## src/rtl/accum_store.sv

```systemverilog
// Store sequencer for the STO path: snapshots the accumulator and target address on start,
// then runs a SETUP / WRITE / HOLD bus cycle to data memory with wait states and a timeout abort.
module accum_store #(
    parameter int ADDR_W  = 13,
    parameter int DATA_W  = 8,
    parameter int TIMEOUT = 15
) (
    input  logic              clk1,
    input  logic              rst,
    input  logic              start,
    input  logic [DATA_W-1:0] accum,
    input  logic [ADDR_W-1:0] addr,
    input  logic              mem_ready,
    output logic [ADDR_W-1:0] bus_addr,
    output logic [DATA_W-1:0] bus_data,
    output logic              bus_oe,
    output logic              mem_wr,
    output logic              busy,
    output logic              done,
    output logic              err
);

    typedef enum logic [1:0] {
        IDLE  = 2'd0,
        SETUP = 2'd1,
        WRITE = 2'd2,
        HOLD  = 2'd3
    } state_t;

    // Last WRITE cycle index before the strobe is abandoned; wait_cnt counts from 0.
    localparam logic [3:0] LAST_WAIT = 4'(TIMEOUT - 1);

    state_t            state;
    logic [DATA_W-1:0] data_q;
    logic [ADDR_W-1:0] addr_q;
    logic [3:0]        wait_cnt;
    logic              err_q;

    // Outputs are registered alongside the state, so each one reflects the state being entered.
    always_ff @(posedge clk1 or posedge rst) begin
        if (rst) begin
            state    <= IDLE;
            data_q   <= '0;
            addr_q   <= '0;
            wait_cnt <= '0;
            err_q    <= 1'b0;
            bus_addr <= '0;
            bus_data <= '0;
            bus_oe   <= 1'b0;
            mem_wr   <= 1'b0;
            busy     <= 1'b0;
            done     <= 1'b0;
            err      <= 1'b0;
        end else begin
            done <= 1'b0;
            err  <= 1'b0;
            case (state)
                IDLE: begin
                    if (start) begin
                        data_q   <= accum;
                        addr_q   <= addr;
                        bus_addr <= addr;
                        bus_data <= accum;
                        bus_oe   <= 1'b1;
                        busy     <= 1'b1;
                        state    <= SETUP;
                    end
                end
                SETUP: begin
                    bus_addr <= addr_q;
                    bus_data <= data_q;
                    wait_cnt <= '0;
                    mem_wr   <= 1'b1;
                    state    <= WRITE;
                end
                WRITE: begin
                    // A ready on the final timeout cycle still counts as success.
                    if (mem_ready) begin
                        err_q  <= 1'b0;
                        mem_wr <= 1'b0;
                        state  <= HOLD;
                    end else if (wait_cnt == LAST_WAIT) begin
                        err_q  <= 1'b1;
                        mem_wr <= 1'b0;
                        state  <= HOLD;
                    end else begin
                        wait_cnt <= wait_cnt + 4'd1;
                    end
                end
                HOLD: begin
                    bus_oe   <= 1'b0;
                    bus_data <= '0;
                    busy     <= 1'b0;
                    done     <= 1'b1;
                    err      <= err_q;
                    state    <= IDLE;
                end
                default: state <= IDLE;
            endcase
        end
    end

endmodule

```

## config.mk

```make
export PLATFORM = sky130hd
export DESIGN_NAME = accum_store
export DESIGN_NICKNAME = d
export VERILOG_FILES = /design/src/rtl/accum_store.sv
export SDC_FILE = /design/constraint.sdc
export NUM_CORES = 1
export LEC_CHECK = 0
export ABC_AREA = 1
export BUFFER_PORTS_ARGS = -buffer_cell sky130_fd_sc_hd__buf_2
export CORE_ASPECT_RATIO = 0.7
export CORE_UTILIZATION = 57
export DETAILED_ROUTE_END_ITERATION = 8
export GPL_ROUTABILITY_DRIVEN = 0
export PLACE_DENSITY = 0.9
export SYNTH_ARGS = -nofsm -noshare
export SYNTH_HDL_FRONTEND = slang
export SYNTH_SLANG_ARGS = --single-unit
```

## constraint.sdc

```tcl
create_clock -name clk1 -period 4.1 [get_ports clk1]
set_input_delay 1.025 -clock clk1 [delete_from_list [all_inputs] [get_ports clk1]]
set_output_delay 1.025 -clock clk1 [all_outputs]
set_load 0.1 [all_outputs]
```

After elaboration in Yosys (flattened, before gate mapping). Cells that the tools add are included.

Register bits: 53. Bits in latches: 0. RAM bits: 0. Memory bits (read-only): 0. Bits of input ports: 25. Output and inout bits: 26. Logic and storage cells: 54. Memories: 0.

Add/sub/neg operators: 1. $mul: 0. Div/mod/pow operators: 0. Magnitude comparators: 0. Eq/ne operators: 8. Shifts and indexed selects: 0. Mux-type cells: 20. Bitwise logic cells: 0. Reduce and logical (&&, ||, !) cells: 14.

Operator list (number): 13-bit one-hot mux with 2 select lines (1); 8-bit one-hot mux with 3 select lines (1); 2-bit AND reduction (7); 13-bit 2-to-1 mux (1); 4-bit 2-to-1 mux (2); 8-bit 2-to-1 mux (1); 2-bit one-hot mux with 4 select lines (1); 4-bit one-hot mux with 2 select lines (1); 2-bit nonzero test (4); 1-bit 2-to-1 mux (7); 2-bit 2-to-1 mux (3); 2-bit inequality test, second input constant (3); 4-bit by 1-bit adder with 4-bit output, second input constant (1); 2-bit == test, second input constant (2); 4-bit == test, second input constant (1); 1-bit one-hot mux with 2 select lines (2); 3-bit inequality test, second input constant (1); 3-bit AND reduction (1); 3-bit nonzero test (1); 2-bit by 1-bit == test with 1-bit output, second input constant (1); 2-bit zero test (1).

Depth between registers and ports, before layout.
Depth after elaboration: 4. Depth in mapped cells: 8. Mapped depth without buffers: 8.

Worst setup path before layout. No wires, ideal clock.

Path type: reg-to-output. From: register busy. To: output port busy. Data arrival time: 1.336 ns. Required time: 3.075 ns. Setup slack: 1.739 ns. Stages on the path, launching flop included: 2. Path buffers: 1. Cells stage by stage: dfrtp_1 buf_4.

RTL lines: start, declared (RTL line 18) `output logic busy,`; start signal, assigned (RTL line 51) `busy <= 1'b0;`; start signal, assigned (RTL line 65) `busy <= 1'b1;`; start signal, assigned (RTL line 93) `busy <= 1'b0;`.

No word-level cell between the ends.

Worst setup path after layout.
From: register busy. To: output port busy.

No word-level cell between the ends.

==> results.txt <==
* Element type at the critical path end: primary output
- Root buffer selected by CTS: sky130_fd_sc_hd__clkbuf_8
- The cell area that synthesis handed to floorplanning was 0.00241 mm2.
- Summing all multi-input logic gate instances after layout gives 916 um2.
* CP Data Required Time: 3.07 ns
- Of the total synthesized cell area, the portion taken by full adders, half adders and majority gates is 0.0363.
* P&R area growth vs syn: 14.4%
- The via count of the first global-routing pass came to 1,793.
- Antenna Diode Count: 0
- Among all stages on the critical path, the largest delay is contributed by sky130_fd_sc_hd__buf_2.
- Met1 WL: 2180 um
- Buffers placed on the I/O ports in this run total 50.
- For this run, design rule violations remaining after detail routing come to 0.
- Dividing the detail-routed via count by the number of cells gives 5.09.
- Headroom to the max-slew limit came out at 0.300.
- STA classifies the critical path startpoint as a flip-flop.
- The average instance in the mapped netlist occupies 8.87 um2.
- The worst path needs 2.18 ns of the cycle, external delays included.
* Fraction of final layout cells with drive strength greater than 1: 0.223
- The number of different library cells used by synthesis comes to 23.
* FILL cells: 305
- Placeable core area: 0.00399 mm2
* Fin Setup TNS: 0 ns
- Die height: 56.4 um
* Chip Width: 79.8 um
- Max Freq: 459 MHz
* Most used flip-flop cell after synthesis: sky130_fd_sc_hd__dfrtp_1
- For this design, the CTS-stage hold fixing added 0 buffers.
- Number of flip-flops and latches in the synthesized netlist: 53
* DR WL met2: 2120 um
- Together, buffers and inverters on the worst path number 1.
- In the final routed layout, each cell accounts on average for 12.3 um.
- The final-report hold violation count is 0.
* Highest Signal Layer: met4
- Entering global routing, the biggest net connects 54 pins.
* Initial Util: 0.604
- Resized cells post-CTS: 0
- EDFF count, synth: 0
* Crit path largest cell delay: 0.44 ns
* Area enclosed by the die boundary: 0.00450 mm2
* CP arrival: 1.15 ns
- Number of iterations in the first detailed-routing pass: 4
- In the detailed route, the total length drawn on met3 is 212 um.
* Final setup violation count: 0
* Final nets: 351
- Setup fix buffers added after clock tree synthesis: 0
* Clock Tree Buf Depth: 2
- Ranking of synthesized cells by area: sky130_fd_sc_hd__dfrtp_1 55%, sky130_fd_sc_hd__nand2_1 13%, sky130_fd_sc_hd__o21ai_0 8.1%
- H-tree depth: 2
* Syn Nets: 304
* Pins Over Slew Limit: 0
- Most used standard cell by instance count after synthesis: sky130_fd_sc_hd__nand2_1
* CTS tree: done
- Detail Placement HPWL: 3240 um
- In this run the remaining antenna-violating nets after routing total 0.
* Number of warnings reported in the yosys synthesis log: 0
- The first global-routing pass estimated 7710 um of wire.
- Top-area cell type share of the netlist area: 0.550
- Share of cell area taken by muxes after synthesis: 0
* I/O pin count: 51
* Outcome: completed
* Post-Synth Simple-Gate Area: 0.179
- Dividing the final minimum period by the clock period gives 0.531.
- The share of the Yosys chip area taken by registers is 0.550.
* Transition time of the tightest slew-check pin: 1.05 ns
- GRT Total Usage: 0.224
* Footprint of the flip-flops and latches: 0.00133 mm2
* Clock transition time at the flip-flop clock pins of the worst setup and hold paths: 0.09 ns
* Number of cell rows: 19
- Ranked by instance count, the synthesized netlist is headed by 84 x sky130_fd_sc_hd__nand2_1, 53 x sky130_fd_sc_hd__dfrtp_1, 39 x sky130_fd_sc_hd__o21ai_0.
* Maximum fanout encountered on the critical timing path: 3
* Critical path type: reg -> out
* Async set or reset register ratio after synthesis: 1.00
- The total overflow left after global routing is 0.
- Critical Path, Cell by Cell: buf_2
- The routed design has 4550 um of wire.
* Via total after detailed routing: 1,887
- Max-cap violations in this run came to 0.
* Cell type contributing the most total cell area after synthesis: sky130_fd_sc_hd__dfrtp_1
* Clock latency at the later pin of the worst-skew pair: 0.30 ns
* Setup repair after global routing missed its margin: false
- Worst clock skew: 0.00804 ns
* Number of DRC markers in iteration 0: 113
- The worst hold path belongs to the class reg -> reg.
* Share of the synthesized netlist area taken by xor and xnor gates: 0
- The number of antenna violations at the first check in global routing was 0.
- Count of clock tree sinks: 53
* Compound-Gate Fraction of Synth Area: 0.164
- By area, the combinational part of the netlist is dominated by simple AND/OR/NAND/NOR gates.
- CTS Buf Count: 5
- Broken down by cell family, the worst path's largest delay share belongs to buffers and inverters.
- Counting every instance in the synthesized netlist gives 272.
==> logic make-up after synthesis <==
| kind of cell | count (synthesis) |
|---|---|
| AOI/OAI and AO/OA | 67 |
| adders and majority gates | 7 |
| buffers and inverters | 36 |
| DFF | 53 |
| and+or+nand+nor | 109 |
==> through the flow <==
step                      area (um2)  setup WS [ns]  instances  hold WS (ns)  utilization
final                           2760           1.92        371         0.480        0.691
after global routing            2760           1.79        371         0.516        0.691
after CTS                       2760           1.93        371         0.487        0.691
after detailed placement        2660           1.99        364         0.466        0.665
after global placement          2660           2.03        364         0.462        0.665
after floorplan                 2410           1.74        272         0.436            -
==> layout make-up <==
cell class                 count  area share
clock buffer                   5      0.0249
tap                           52      0.0236
multi-input combinational    183       0.332
inverter                      26      0.0362
timing repair buffer          50      0.0906
clock inverter                 2      0.0127
sequential                    53       0.480
==> worst register-to-register path, delay by kind of cell (launching register included) <==
family,cells,cell delay [ns]
AOI/OAI and AO/OA,2,0.80
DFF,1,0.45
adders and majority gates,1,0.40
buffers and inverters,2,0.30
and+or+nand+nor,1,0.11
==> sequential cells by signal, indices dropped and copies added (netlist names) <==
register	flops
data_q	8
addr_q	13
done	1
busy	1
err_q	1
bus_data	8
wait_cnt	4
state	2
err	1
bus_addr	13
mem_wr	1
==> layout by cell type (no fill, tap or decap), drive strengths merged <==
cell type / n
bufinv: 1
nand4: 2
nand2: 86
dfrtp: 53
nand3: 3
o21ai: 42
clkbuf: 5
a22oi: 1
inv: 25
clkinv: 2
a21oi: 16
a21boi: 8
nor2: 16
buf: 50
or2: 2
ha: 7
==> final timing paths <==
kind                                       from                        to  slack, ns  depth (start not counted)
min in group asynchronous                   rst   bus_addr[5]$_DFFE_PP0P_       0.97                          2
min reg2reg                   err_q$_DFFE_PP0P_             err$_DFF_PP0_       0.48                          2
max reg2reg                state[1]$_DFFE_PP0P_  bus_addr[12]$_DFFE_PP0P_       1.97                          6
max                            busy$_DFFE_PP0P_                      busy       1.92                          1
max in group asynchronous                   rst        mem_wr$_DFFE_PP0P_       2.47                          2
min                           err_q$_DFFE_PP0P_             err$_DFF_PP0_       0.48                          2
==> per-layer routing <==
metal	GRT usage	vias up
met5	0	-
met4	0.0612	0
met3	0.0504	4
met2	0.379	46
met1	0.293	878
li1	-	959
Power is not shown: default switching activity piles up to over one toggle a cycle in this logic, so the estimate is an artifact.
